===== src/rtl/riscv_pkg.sv =====
// Shared B-extension types: op encoding, sequencer states and the clmul-family predicate.
// The optional carry-less multiplier is selected by the BEXT_CLMUL_EN macro in the users of this package.
package riscv_pkg;

    localparam int XLEN       = 64;
    localparam int BEXT_TAG_W = 5;

    typedef enum logic [3:0] {
        BEXT_CPOP   = 4'd0,
        BEXT_CPOPW  = 4'd1,
        BEXT_CLZ    = 4'd2,
        BEXT_CLZW   = 4'd3,
        BEXT_CTZ    = 4'd4,
        BEXT_CTZW   = 4'd5,
        BEXT_CLMUL  = 4'd6,
        BEXT_CLMULH = 4'd7,
        BEXT_CLMULR = 4'd8
    } bext_op_e;

    typedef enum logic [1:0] {
        ST_IDLE = 2'd0,
        ST_EXEC = 2'd1,
        ST_DONE = 2'd2
    } seq_state_e;

    function automatic logic is_clmul(input bext_op_e op);
        return (op == BEXT_CLMUL) || (op == BEXT_CLMULH) || (op == BEXT_CLMULR);
    endfunction

endpackage


===== src/rtl/bext_datapath.sv =====
// Combinational B-extension datapath: popcount, leading/trailing zero count and carry-less multiply.
// Carry-less multiply hardware exists only when BEXT_CLMUL_EN is defined; otherwise clmul ops flag illegal.
module bext_datapath
    import riscv_pkg::*;
#(
    parameter int WIDTH = XLEN
) (
    input  bext_op_e           op,
    input  logic [WIDTH-1:0]   operand_a,
    input  logic [WIDTH-1:0]   operand_b,
    output logic [WIDTH-1:0]   result,
    output logic               illegal
);

    localparam int CNT_W = $clog2(WIDTH + 1);

    // n selects how many low bits participate, so the W variants share these helpers.
    function automatic logic [CNT_W-1:0] popcount(input logic [WIDTH-1:0] v, input int n);
        logic [CNT_W-1:0] c;
        c = '0;
        for (int i = 0; i < WIDTH; i++) begin
            if (i < n && v[i]) begin
                c = c + CNT_W'(1);
            end
        end
        return c;
    endfunction

    function automatic logic [CNT_W-1:0] lzc(input logic [WIDTH-1:0] v, input int n);
        logic [CNT_W-1:0] c;
        logic             found;
        c     = CNT_W'(n);
        found = 1'b0;
        for (int i = WIDTH - 1; i >= 0; i--) begin
            if (i < n && !found && v[i]) begin
                c     = CNT_W'(n - 1 - i);
                found = 1'b1;
            end
        end
        return c;
    endfunction

    function automatic logic [CNT_W-1:0] tzc(input logic [WIDTH-1:0] v, input int n);
        logic [CNT_W-1:0] c;
        logic             found;
        c     = CNT_W'(n);
        found = 1'b0;
        for (int i = 0; i < WIDTH; i++) begin
            if (i < n && !found && v[i]) begin
                c     = CNT_W'(i);
                found = 1'b1;
            end
        end
        return c;
    endfunction

    function automatic logic [WIDTH-1:0] widen(input logic [CNT_W-1:0] c);
        return {{(WIDTH - CNT_W){1'b0}}, c};
    endfunction

`ifdef BEXT_CLMUL_EN
    logic [2*WIDTH-1:0] pp [WIDTH];
    logic [2*WIDTH-1:0] product;

    generate
        for (genvar gi = 0; gi < WIDTH; gi++) begin : g_pp
            assign pp[gi] = operand_b[gi] ? ({{WIDTH{1'b0}}, operand_a} << gi) : '0;
        end
    endgenerate
`else
    logic unused_b;
    assign unused_b = ^operand_b;
`endif

    always_comb begin
        result  = '0;
        illegal = 1'b0;
`ifdef BEXT_CLMUL_EN
        product = '0;
        for (int i = 0; i < WIDTH; i++) begin
            product = product ^ pp[i];
        end
`endif
        case (op)
            BEXT_CPOP:   result = widen(popcount(operand_a, WIDTH));
            BEXT_CPOPW:  result = widen(popcount(operand_a, 32));
            BEXT_CLZ:    result = widen(lzc(operand_a, WIDTH));
            BEXT_CLZW:   result = widen(lzc(operand_a, 32));
            BEXT_CTZ:    result = widen(tzc(operand_a, WIDTH));
            BEXT_CTZW:   result = widen(tzc(operand_a, 32));
`ifdef BEXT_CLMUL_EN
            BEXT_CLMUL:  result = product[WIDTH-1:0];
            BEXT_CLMULH: result = product[2*WIDTH-1:WIDTH];
            BEXT_CLMULR: result = product[2*WIDTH-2:WIDTH-1];
`endif
            default:     illegal = 1'b1;
        endcase
    end

endmodule


===== src/rtl/bext_sequencer.sv =====
// Issue/response controller for the B-extension datapath: IDLE -> EXEC (multicycle hold) -> DONE.
// Define BEXT_CLMUL_EN to build the carry-less multiplier; without it clmul ops finish in one cycle as illegal.
module bext_sequencer
    import riscv_pkg::*;
#(
    parameter int WIDTH     = XLEN,
    parameter int CLMUL_LAT = 2,
    parameter int TAG_W     = BEXT_TAG_W
) (
    input  logic               clk_i,
    input  logic               rst_i,
    input  logic               req_valid_i,
    output logic               req_ready_o,
    input  bext_op_e           op_i,
    input  logic [WIDTH-1:0]   operand_a_i,
    input  logic [WIDTH-1:0]   operand_b_i,
    input  logic [TAG_W-1:0]   tag_i,
    input  logic               flush_i,
    output logic               resp_valid_o,
    input  logic               resp_ready_i,
    output logic [WIDTH-1:0]   result_o,
    output logic [TAG_W-1:0]   tag_o,
    output logic               illegal_o,
    output logic               busy_o
);

    // Counter must hold CLMUL_LAT-1 (at most 7).
    localparam int LAT_W = (CLMUL_LAT > 2) ? $clog2(CLMUL_LAT) : 1;

    seq_state_e         state_reg;
    logic [LAT_W-1:0]   cnt_reg;
    bext_op_e           op_reg;
    logic [WIDTH-1:0]   a_reg;
    logic [WIDTH-1:0]   b_reg;
    logic [TAG_W-1:0]   tag_reg;
    logic [WIDTH-1:0]   result_reg;
    logic [TAG_W-1:0]   tag_out_reg;
    logic               illegal_reg;
    logic               resp_valid_reg;

    logic [LAT_W-1:0]   lat_load;
    logic [WIDTH-1:0]   dp_result;
    logic               dp_illegal;
    logic               accept;

`ifdef BEXT_CLMUL_EN
    assign lat_load = is_clmul(op_i) ? LAT_W'(CLMUL_LAT - 1) : '0;
`else
    assign lat_load = '0;
`endif

    // Accepting from DONE on the response handshake edge gives back-to-back issue.
    assign req_ready_o = !flush_i && ((state_reg == ST_IDLE) ||
                                      ((state_reg == ST_DONE) && resp_ready_i));
    assign accept      = req_valid_i && req_ready_o;

    assign resp_valid_o = resp_valid_reg;
    assign result_o     = result_reg;
    assign tag_o        = tag_out_reg;
    assign illegal_o    = illegal_reg;
    assign busy_o       = (state_reg != ST_IDLE);

    bext_datapath #(
        .WIDTH     (WIDTH)
    ) u_datapath (
        .op        (op_reg),
        .operand_a (a_reg),
        .operand_b (b_reg),
        .result    (dp_result),
        .illegal   (dp_illegal)
    );

    always_ff @(posedge clk_i) begin
        if (rst_i) begin
            state_reg      <= ST_IDLE;
            cnt_reg        <= '0;
            op_reg         <= BEXT_CPOP;
            a_reg          <= '0;
            b_reg          <= '0;
            tag_reg        <= '0;
            result_reg     <= '0;
            tag_out_reg    <= '0;
            illegal_reg    <= 1'b0;
            resp_valid_reg <= 1'b0;
        end else if (flush_i) begin
            state_reg      <= ST_IDLE;
            result_reg     <= '0;
            tag_out_reg    <= '0;
            illegal_reg    <= 1'b0;
            resp_valid_reg <= 1'b0;
        end else begin
            if (accept) begin
                op_reg  <= op_i;
                a_reg   <= operand_a_i;
                b_reg   <= operand_b_i;
                tag_reg <= tag_i;
                cnt_reg <= lat_load;
            end
            case (state_reg)
                ST_IDLE: begin
                    if (accept) begin
                        state_reg <= ST_EXEC;
                    end
                end
                ST_EXEC: begin
                    if (cnt_reg == '0) begin
                        result_reg     <= dp_result;
                        tag_out_reg    <= tag_reg;
                        illegal_reg    <= dp_illegal;
                        resp_valid_reg <= 1'b1;
                        state_reg      <= ST_DONE;
                    end else begin
                        cnt_reg <= cnt_reg - LAT_W'(1);
                    end
                end
                ST_DONE: begin
                    if (resp_ready_i) begin
                        resp_valid_reg <= 1'b0;
                        state_reg      <= accept ? ST_EXEC : ST_IDLE;
                    end
                end
                default: state_reg <= ST_IDLE;
            endcase
        end
    end

endmodule

===== config.mk =====
export PLATFORM = sky130hd
export DESIGN_NAME = bext_sequencer
export DESIGN_NICKNAME = d
export VERILOG_FILES = /design/src/rtl/riscv_pkg.sv /design/src/rtl/bext_datapath.sv /design/src/rtl/bext_sequencer.sv
export SDC_FILE = /design/constraint.sdc
export NUM_CORES = 1
export LEC_CHECK = 0
export ABC_AREA = 1
export BUFFER_PORTS_ARGS = -buffer_cell sky130_fd_sc_hd__buf_2
export CORE_MARGIN = 8
export CORE_UTILIZATION = 47
export CTS_CLUSTER_DIAMETER = 120
export DETAILED_ROUTE_END_ITERATION = 16
export GPL_ROUTABILITY_DRIVEN = 0
export PLACE_DENSITY_LB_ADDON = 0.12
export SLEW_MARGIN = 0
export SYNTH_ARGS = -nofsm -noshare
export SYNTH_HDL_FRONTEND = slang
export SYNTH_SLANG_ARGS = --single-unit
export TNS_END_PERCENT = 50

===== constraint.sdc =====
create_clock -name clk_i -period 43.1 [get_ports clk_i]
set_clock_uncertainty 0.15 [all_clocks]
set_input_delay 4.31 -clock clk_i [delete_from_list [all_inputs] [get_ports clk_i]]
set_output_delay 4.31 -clock clk_i [all_outputs]
set_load 0.01 [all_outputs]

==> results.txt, run 1 <==
Worst r2r src = a_reg[0]
Asr flop ratio synth = 0%
Compound-gate portion of the synthesized area = 11.16%
Final core occ = 49.62%
Die area = 0.04471 mm2
Most common cell after layout, fill and taps aside = nand2_1
Status = completed
Xor and xnor fraction of the mapped netlist area = 1.756%
Non-Filler Instances = 3827
Vias in the first global route = 18026
# fillers = 4103
Hold Path End = tag_reg[0]
Mux share of post-synthesis cell area = 0%
Rows = 71
Min cycle time layout = 33.39 ns
Worst Hold Path Cells = 2
Final setup violation count = 0
Setup_tns = 0 ns
Sequential share of the synthesized area = 10.04%
Relative slew slack = 16.56%
Crit start category = register
RSZ-0062 raised after global routing = no
Global Route Usage Sum = 20.82%
Worst slew pin tran = 1.247 ns
Placed Area = 0.01837 mm2
Peak VDD IR = 0.02570 mV
N_diodes = 0
R2r endpoint = result_o[6]
Maximum root-to-sink buffer count = 2
I/O Buffers = 93
Hold Crit Start = tag_reg[0]
Antenna-violating nets left = 0
Endpoints failing hold = 0
Clock-pin slew on the worst setup and hold paths = 0.08 ns
Yosys reg bits = 90
IO Pins = 215
Mapped Cells = 3273
Hold Crit Class = register to register
Worst Path Max Fanout = 5
Nets = 3519
DRC = 0
Initial antenna violation count = 3
Vias per std cell = 5.120
Final Cycle Share = 77.48%
Die width = 211.4 um
Sink Count = 90
Worst-Skew Late Latency = 0.36 ns
Hold slack = 0.3129 ns
DR vias = 19593
Post-synthesis adder-cell area fraction = 4.600%
Static leakage = 10.23 nW
Area Overhead vs Synth = 4.105%
Post-Syn Area = 0.01795 mm2
CP Data Required Time = 43.24 ns
Top FF cell, synth = dfxtp_1
FMAX = 29.95 MHz
Worst R2R Path Depth = 202
First drt pass iteration count = 5
Max-Cap Viols = 0
Largest family of logic cells by synthesized area = simple AND/OR/NAND/NOR gates
Synth Area per Inst = 5.485 um2
Placed insts = 3811
TritonCTS Buffers = 9
First-pass GRT wire length = 81.30 mm
Most frequent cells in the layout = 842 x nand2_1, 510 x inv_1, 450 x nand3_1
Post-Synth Simple-Gate Area = 55.79%
Area of the core = 0.03767 mm2
Crit end category = register
Initial Utilization = 47.66%
Max Slew Vio Count = 0
Slowest cell on the critical path = dfxtp_1
Clock Tree Root = clkbuf_16
Largest net degree at the start of global routing = 81
Yosys warnings = 0
Post-synthesis cell type count = 52
Postcts setup bufs = 0
CP most frequent cell = nand2_1
Max reg flops = 64
DRT iter0 DRCs = 1031
Grt ovf = 0
WL per Instance = 12.38 um
H-tree depth = 3
CTS tree = built
HPWL after DPL = 40.05 mm
Worst reg-to-reg setup slack = 9.71 ns
Number of flops mapped to enable cells by yosys = 0
Final Cell Area = 0.01869 mm2
Share of cells above drive strength 1 = 15.38%
P per Cell Area = 48.39 mW/mm2
WS Path Type = register to register
Hold buffer count at CTS = 0
Slowest cell delay on critical path = 0.38 ns
Endpoint arrival time on the critical path = 33.53 ns
Die Span Y = 211.4 um
Routed Wire Length = 47.39 mm
Post_cts resized = 0
[layer usage]
metal,up-vias,routed length [um],share of wire (%),GRT usage [%]
met1,8675,24000,51,28.84
met5,-,43,0.091,0
met4,6,767,1.6,4.385
li1,10486,-,-,-
met3,61,2088,4.4,2.307
met2,365,20490,43,34.38
[worst max path at each step]
stage | startpoint | to | slack (ns)
floorplan | a_reg[0] | result_o[6] | 13.30
global placement | a_reg[0] | result_o[6] | 10.72
detailed placement | a_reg[0] | result_o[6] | 9.93
CTS | a_reg[0] | result_o[6] | 9.80
global route | a_reg[0] | result_o[6] | 6.84
finish | a_reg[0] | result_o[6] | 9.71
[power by group]
part	switching [mW]	leakage, nW	internal [mW]	total, mW
Sequential	0.0114	0.739	0.0881	0.0995
Combinational	0.488	9.33	0.229	0.716
Clock	0.0417	0.157	0.0468	0.0885
[cell type report]
type	instances	area, um2	area share [%]
Tap cell	511	639.4	3.421
Clock buffer	9	225.2	1.205
Multi-Input combinational cell	2569	13380	71.60
Clock inverter	7	95.09	0.5088
Sequential cell	90	1802	9.640
Timing Repair Buffer	96	488.0	2.611
Inverter	545	2059	11.02
[synth_stat cells (4+ instances only)]
cell type | instances | area (um2)
nor4_1 | 15 | 93.84
nor2_2 | 12 | 75.07
o211ai_1 | 10 | 75.07
nand2_1 | 843 | 3164
nand3_1 | 450 | 2252
nand3b_1 | 27 | 202.7
o21ai_0 | 166 | 830.8
buf_6 | 25 | 281.5
nand2_4 | 9 | 101.4
xor2_1 | 17 | 148.9
clkbuf_1 | 29 | 108.9
buf_2 | 4 | 20.02
o21a_1 | 4 | 30.03
nand3b_2 | 11 | 123.9
inv_2 | 13 | 48.80
o22ai_1 | 5 | 31.28
nand2_2 | 209 | 1308
clkinv_1 | 20 | 75.07
o41ai_1 | 13 | 113.9
buf_4 | 65 | 488.0
nand4_1 | 21 | 131.4
nor3_2 | 21 | 210.2
nor3_1 | 38 | 190.2
a21oi_1 | 126 | 630.6
o2111ai_1 | 9 | 78.83
xnor2_1 | 19 | 166.4
o21ai_1 | 4 | 20.02
nand3_4 | 4 | 70.07
ha_1 | 66 | 825.8
or2_2 | 29 | 181.4
nand3_2 | 87 | 870.8
inv_1 | 511 | 1918
dfxtp_1 | 90 | 1802
nor2_1 | 267 | 1002
[critical path: cells and delay by family (launching register included)]
family | cells | cell delay (ns)
buffers and inverters | 26 | 1.73
AND/OR/NAND/NOR | 92 | 14.10
XOR/XNOR | 23 | 2.53
adder cells (fa/ha/maj) | 34 | 9.61
AO/OA/AOI/OAI | 27 | 4.83
flip-flops | 1 | 0.38
[through the flow]
stage          setup slack, ns  power [mW]
6_report                 9.707      0.9045
5_1_grt                  6.836       1.025
4_1_cts                  9.803      0.9070
3_5_place_dp             9.934      0.8161
3_3_place_gp             10.72      0.7960
2_1_floorplan            13.30      0.7012
[logic make-up (layout without fill, tap and decap cells)]
kind of cell    count (synthesis)  count (layout)
simple gates                 2049            2049
buf+inv                       670             657
compound gates                361             361
flops                          90              90
fa+ha+maj                      66              66
xor+xnor                       36              36
other cells                     1              57
Power figures use the tool's default switching activity.
==> run 2, diff against run 1 <==
--- a/config.mk
+++ b/config.mk
@@ -5,7 +5,7 @@
 export SDC_FILE = /design/constraint.sdc
 export NUM_CORES = 1
 export LEC_CHECK = 0
-export ABC_AREA = 1
+export ABC_AREA = 0
 export BUFFER_PORTS_ARGS = -buffer_cell sky130_fd_sc_hd__buf_2
 export CORE_MARGIN = 8
 export CORE_UTILIZATION = 47
==> constraint.sdc (replaced) <==
create_clock -name clk_i -period 29.4 [get_ports clk_i]
set_clock_uncertainty 0.15 [all_clocks]
set_input_delay 2.94 -clock clk_i [delete_from_list [all_inputs] [get_ports clk_i]]
set_output_delay 2.94 -clock clk_i [all_outputs]
set_load 0.01 [all_outputs]
==> run 2 against run 1 <==
The run now ends with setup timing left; register-to-register slack got worse by 10 ns; non-clock buffer count increased by 267; total power increased to 3.8 times the previous value; worst setup slack got worse by 10 ns; area after synthesis decreased by 3.2%; die area decreased by 3.0%; clock power increased by 46%; sequential share of layout area decreased by 1.0 points; global-route usage increased by 1.8 points; first-iteration DRC count increased by 14%; final area increased by 13%; combinational power increased to 4.4 times the previous value; largest cell class unchanged; largest power group unchanged; highest routed layer is now met4.
==> results.txt, run 2 <==
Status = finished, violations left (was completed)
Violated checks = setup timing
Final setup violation count = 6 (was 0)
Slowest cell delay on critical path = 0.43 ns (was 0.38 ns)
Nets = 2916 (was 3519)
HPWL after DPL = 40.60 mm (was 40.05 mm)
Endpoints failing hold = 0 (unchanged)
TritonCTS Buffers = 9 (unchanged)
Placed insts = 3118 (was 3811)
Asr flop ratio synth = 0% (unchanged)
Hold Crit Class = register to register (unchanged)
Clock-pin slew on the worst setup and hold paths = 0.08 ns (about the same)
Hold Crit Start = tag_reg[1] (was tag_reg[0])
Hold buffer count at CTS = 0 (unchanged)
Switching share of power = 47.92% (was 59.78%)
Max-Cap Viols = 0 (unchanged)
Worst-Skew Late Latency = 0.39 ns (was 0.36 ns)
Most frequent cells in the layout = 383 x nand2_1, 268 x buf_4, 211 x nor2_1 (was 842 x nand2_1, 510 x inv_1, 450 x nand3_1)
Sequential Area = 0.001809 mm2 (was 0.001802 mm2)
Final core occ = 57.58% (was 49.62%)
Vias per std cell = 5.616 (was 5.120)
IO Pins = 215 (unchanged)
RSZ-0062 raised after global routing = yes (was no)
DRT iter0 DRCs = 1178 (was 1031)
# fillers = 3501 (was 4103)
Maximum root-to-sink buffer count = 2 (unchanged)
Worst Hold Path Cells = 2 (unchanged)
Worst Path Max Fanout = 4 (was 5)
Global Route Usage Sum = 22.61% (was 20.82%)
Dpl ws = -1.817 ns (was 9.934 ns)
Die Span Y = 208.3 um (was 211.4 um)
P_sw = 1.629 mW (was 0.5407 mW)
Slowest cell on the critical path = or3_4 (was dfxtp_1)
Routed Wire Length = 51.88 mm (was 47.39 mm)
I/O Buffers = 93 (unchanged)
Worst slew pin tran = 1.012 ns (was 1.247 ns)
Most common cell after layout, fill and taps aside = nand2_1 (unchanged)
Relative slew slack = 32.11% (was 16.56%)
Yosys reg bits = 90 (unchanged)
Setup ws final = -0.5926 ns (was 9.707 ns)
Clk pwr share = 3.8% (was 9.8%)
CP Buf/Inv Count = 7 (was 26)
Final Cell Area = 0.02103 mm2 (was 0.01869 mm2)
Hold Path End = tag_o[1] (was tag_reg[0])
DR vias = 17866 (was 19593)
Area of the core = 0.03652 mm2 (was 0.03767 mm2)
DRC = 0 (unchanged)
Mapped Cells = 2468 (was 3273)
Non-Filler Instances = 3181 (was 3827)
Max Slew Vio Count = 0 (unchanged)
WL per Instance = 16.31 um (was 12.38 um)
Worst r2r src = a_reg[0] (unchanged)
CP most frequent cell = ha_1 (was nand2_1)
N_diodes = 0 (unchanged)
Internal Pwr Total = 1.771 mW (was 0.3638 mW)
Static leakage = 8.563 nW (was 10.23 nW)
Rows = 70 (was 71)
FMAX = 33.34 MHz (was 29.95 MHz)
Largest net degree at the start of global routing = 64 (was 81)
Grt ovf = 0 (unchanged)
Clock Tree Root = clkbuf_16 (unchanged)
Endpoint arrival time on the critical path = 30.11 ns (was 33.53 ns)
Sequential share of the synthesized area = 10.37% (was 10.04%)
Vias in the first global route = 17153 (was 18026)
Crit start category = register (unchanged)
Peak VDD IR = 0.1626 mV (was 0.02570 mV)
Top FF cell, synth = dfxtp_1 (unchanged)
Area of the multi-input gates = 0.01550 mm2 (was 0.01338 mm2)
Sink Count = 90 (unchanged)
Post-Syn Area = 0.01737 mm2 (was 0.01795 mm2)
First-pass GRT wire length = 83.26 mm (was 81.30 mm)
Post-synthesis cell type count = 108 (was 52)
Comb pwr share = 91.9% (was 79.2%)
Worst reg-to-reg setup slack = -0.59 ns (was 9.71 ns)
Worst R2R Path Depth = 180 (was 202)
Antenna-violating nets left = 0 (unchanged)
Number of flops mapped to enable cells by yosys = 0 (unchanged)
Crit end category = register (unchanged)
Synth area leader = dfxtp_1 (was nand2_1)
Min cycle time layout = 29.99 ns (was 33.39 ns)
WS Path Type = register to register (unchanged)
Most frequent cell after synthesis = nand2_1 (unchanged)
Delay-heaviest family, CP = adder cells (was simple AND/OR/NAND/NOR gates)
Part of the power in registers = 4.3% (was 11.0%)
Yosys warnings = 0 (unchanged)
Synth Area per Inst = 7.039 um2 (was 5.485 um2)
R2r endpoint = result_o[4] (was result_o[6])
Final Cycle Share = 102.0% (was 77.48%)
P per Cell Area = 161.7 mW/mm2 (was 48.39 mW/mm2)
Synth area leaders = dfxtp_1 10%, xnor2_1 10%, nand2_1 8.6% (was nand2_1 18%, nand3_1 13%, inv_1 11%)
Die area = 0.04337 mm2 (was 0.04471 mm2)
H-tree depth = 3 (unchanged)
Synth top cells by count = 396 x nand2_1, 217 x nor2_1, 200 x a21oi_1, 199 x xnor2_1, 117 x o21ai_0 (was 843 x nand2_1, 511 x inv_1, 450 x nand3_1, 267 x nor2_1, 209 x nand2_2)
Area Overhead vs Synth = 21.07% (was 4.105%)
Initial Utilization = 47.56% (was 47.66%)
Share of cells above drive strength 1 = 24.07% (was 15.38%)
Max reg flops = 64 (unchanged)
CTS tree = built (unchanged)
Yosys top cell area share = 10.37% (was 17.62%)
CP Data Required Time = 29.52 ns (was 43.24 ns)
First drt pass iteration count = 6 (was 5)
Placed Area = 0.01958 mm2 (was 0.01837 mm2)
Die width = 208.3 um (was 211.4 um)
Initial antenna violation count = 0 (was 3)
## run 2: per-stage QoR
stage	hold slack, ns	setup TNS (ns)	total power, mW
floorplan	0.2821	0	2.034
global placement	0.2866	-8.856	2.809
detailed placement	0.2928	-10.46	2.866
CTS	0.3082	-8.860	3.049
global route	0.3198	-13.74	3.701
finish	0.3042	-2.773	3.400
## run 2: kinds of logic (layout without fill, tap and decap cells)
kind of cell | Yosys count | after routing | synth area share, %
AOI/OAI and AO/OA | 569 | 569 | 20.68
xor gates and xnor gates | 394 | 394 | 26.15
adders and majority gates | 68 | 68 | 4.869
buffers and inverters | 275 | 464 | 7.347
DFF | 90 | 90 | 10.37
muxes | 48 | 48 | 2.867
other | 1 | 57 | 0.02159
and+or+nand+nor | 1023 | 1023 | 27.69
## run 2: how the worst max path moves through the flow
stage	start	endpoint	slack, ns	cells after the start
2_1_floorplan	a_reg[1]	result_o[6]	0.002	180
3_5_place_dp	a_reg[1]	result_o[6]	-1.82	178
6_report	a_reg[0]	result_o[4]	-0.59	180
5_1_grt	a_reg[1]	result_o[4]	-2.41	180
4_1_cts	a_reg[0]	result_o[4]	-1.53	178
3_3_place_gp	a_reg[1]	result_o[6]	-1.54	180
## run 2: area by class of cell
class	count	share of cell area, %
Inverter	85	1.577
Clock buffer	10	1.089
Timing Repair Buffer	363	11.89
Clock inverter	6	0.3451
Tap cell	468	2.784
Multi-Input combinational cell	2159	73.72
Sequential cell	90	8.603
## run 2: power groups by stage
stage / registers, mW / clock network (mW) / logic [mW]
after floorplan: 0.134 / 0 / 1.90
after global placement: 0.147 / 0 / 2.66
after detailed placement: 0.147 / 0 / 2.72
after CTS: 0.145 / 0.132 / 2.77
after global routing: 0.147 / 0.135 / 3.42
final: 0.145 / 0.129 / 3.13
## run 2: what timing repair did
| item | 4_1_cts | 5_1_grt |
|---|---|---|
| pin swaps | 15 | 127 |
| setup buffers | 7 | 40 |
| resized for setup | 10 | 145 |
| hold endpoints to repair | 0 | 0 |
| setup endpoints to repair | 6 | 6 |
## run 2: layer usage
layer | up-vias | global-route usage (%) | share of wire [%] | routed length, um
li1 | 9013 | - | - | -
met1 | 8379 | 26.62 | 43 | 22250
met2 | 387 | 41.11 | 50 | 26160
met3 | 87 | 2.766 | 3.3 | 1698
met4 | 0 | 9.031 | 3.4 | 1765
met5 | - | 0 | 0 | 0
## run 2: tightest hold or removal path, delay by kind of cell (launching register included)
| family | cells | cell delay (ns) |
|---|---|---|
| AO/OA/AOI/OAI | 1 | 0.05 |
| flip-flops | 1 | 0.31 |
| AND/OR/NAND/NOR | 1 | 0.05 |
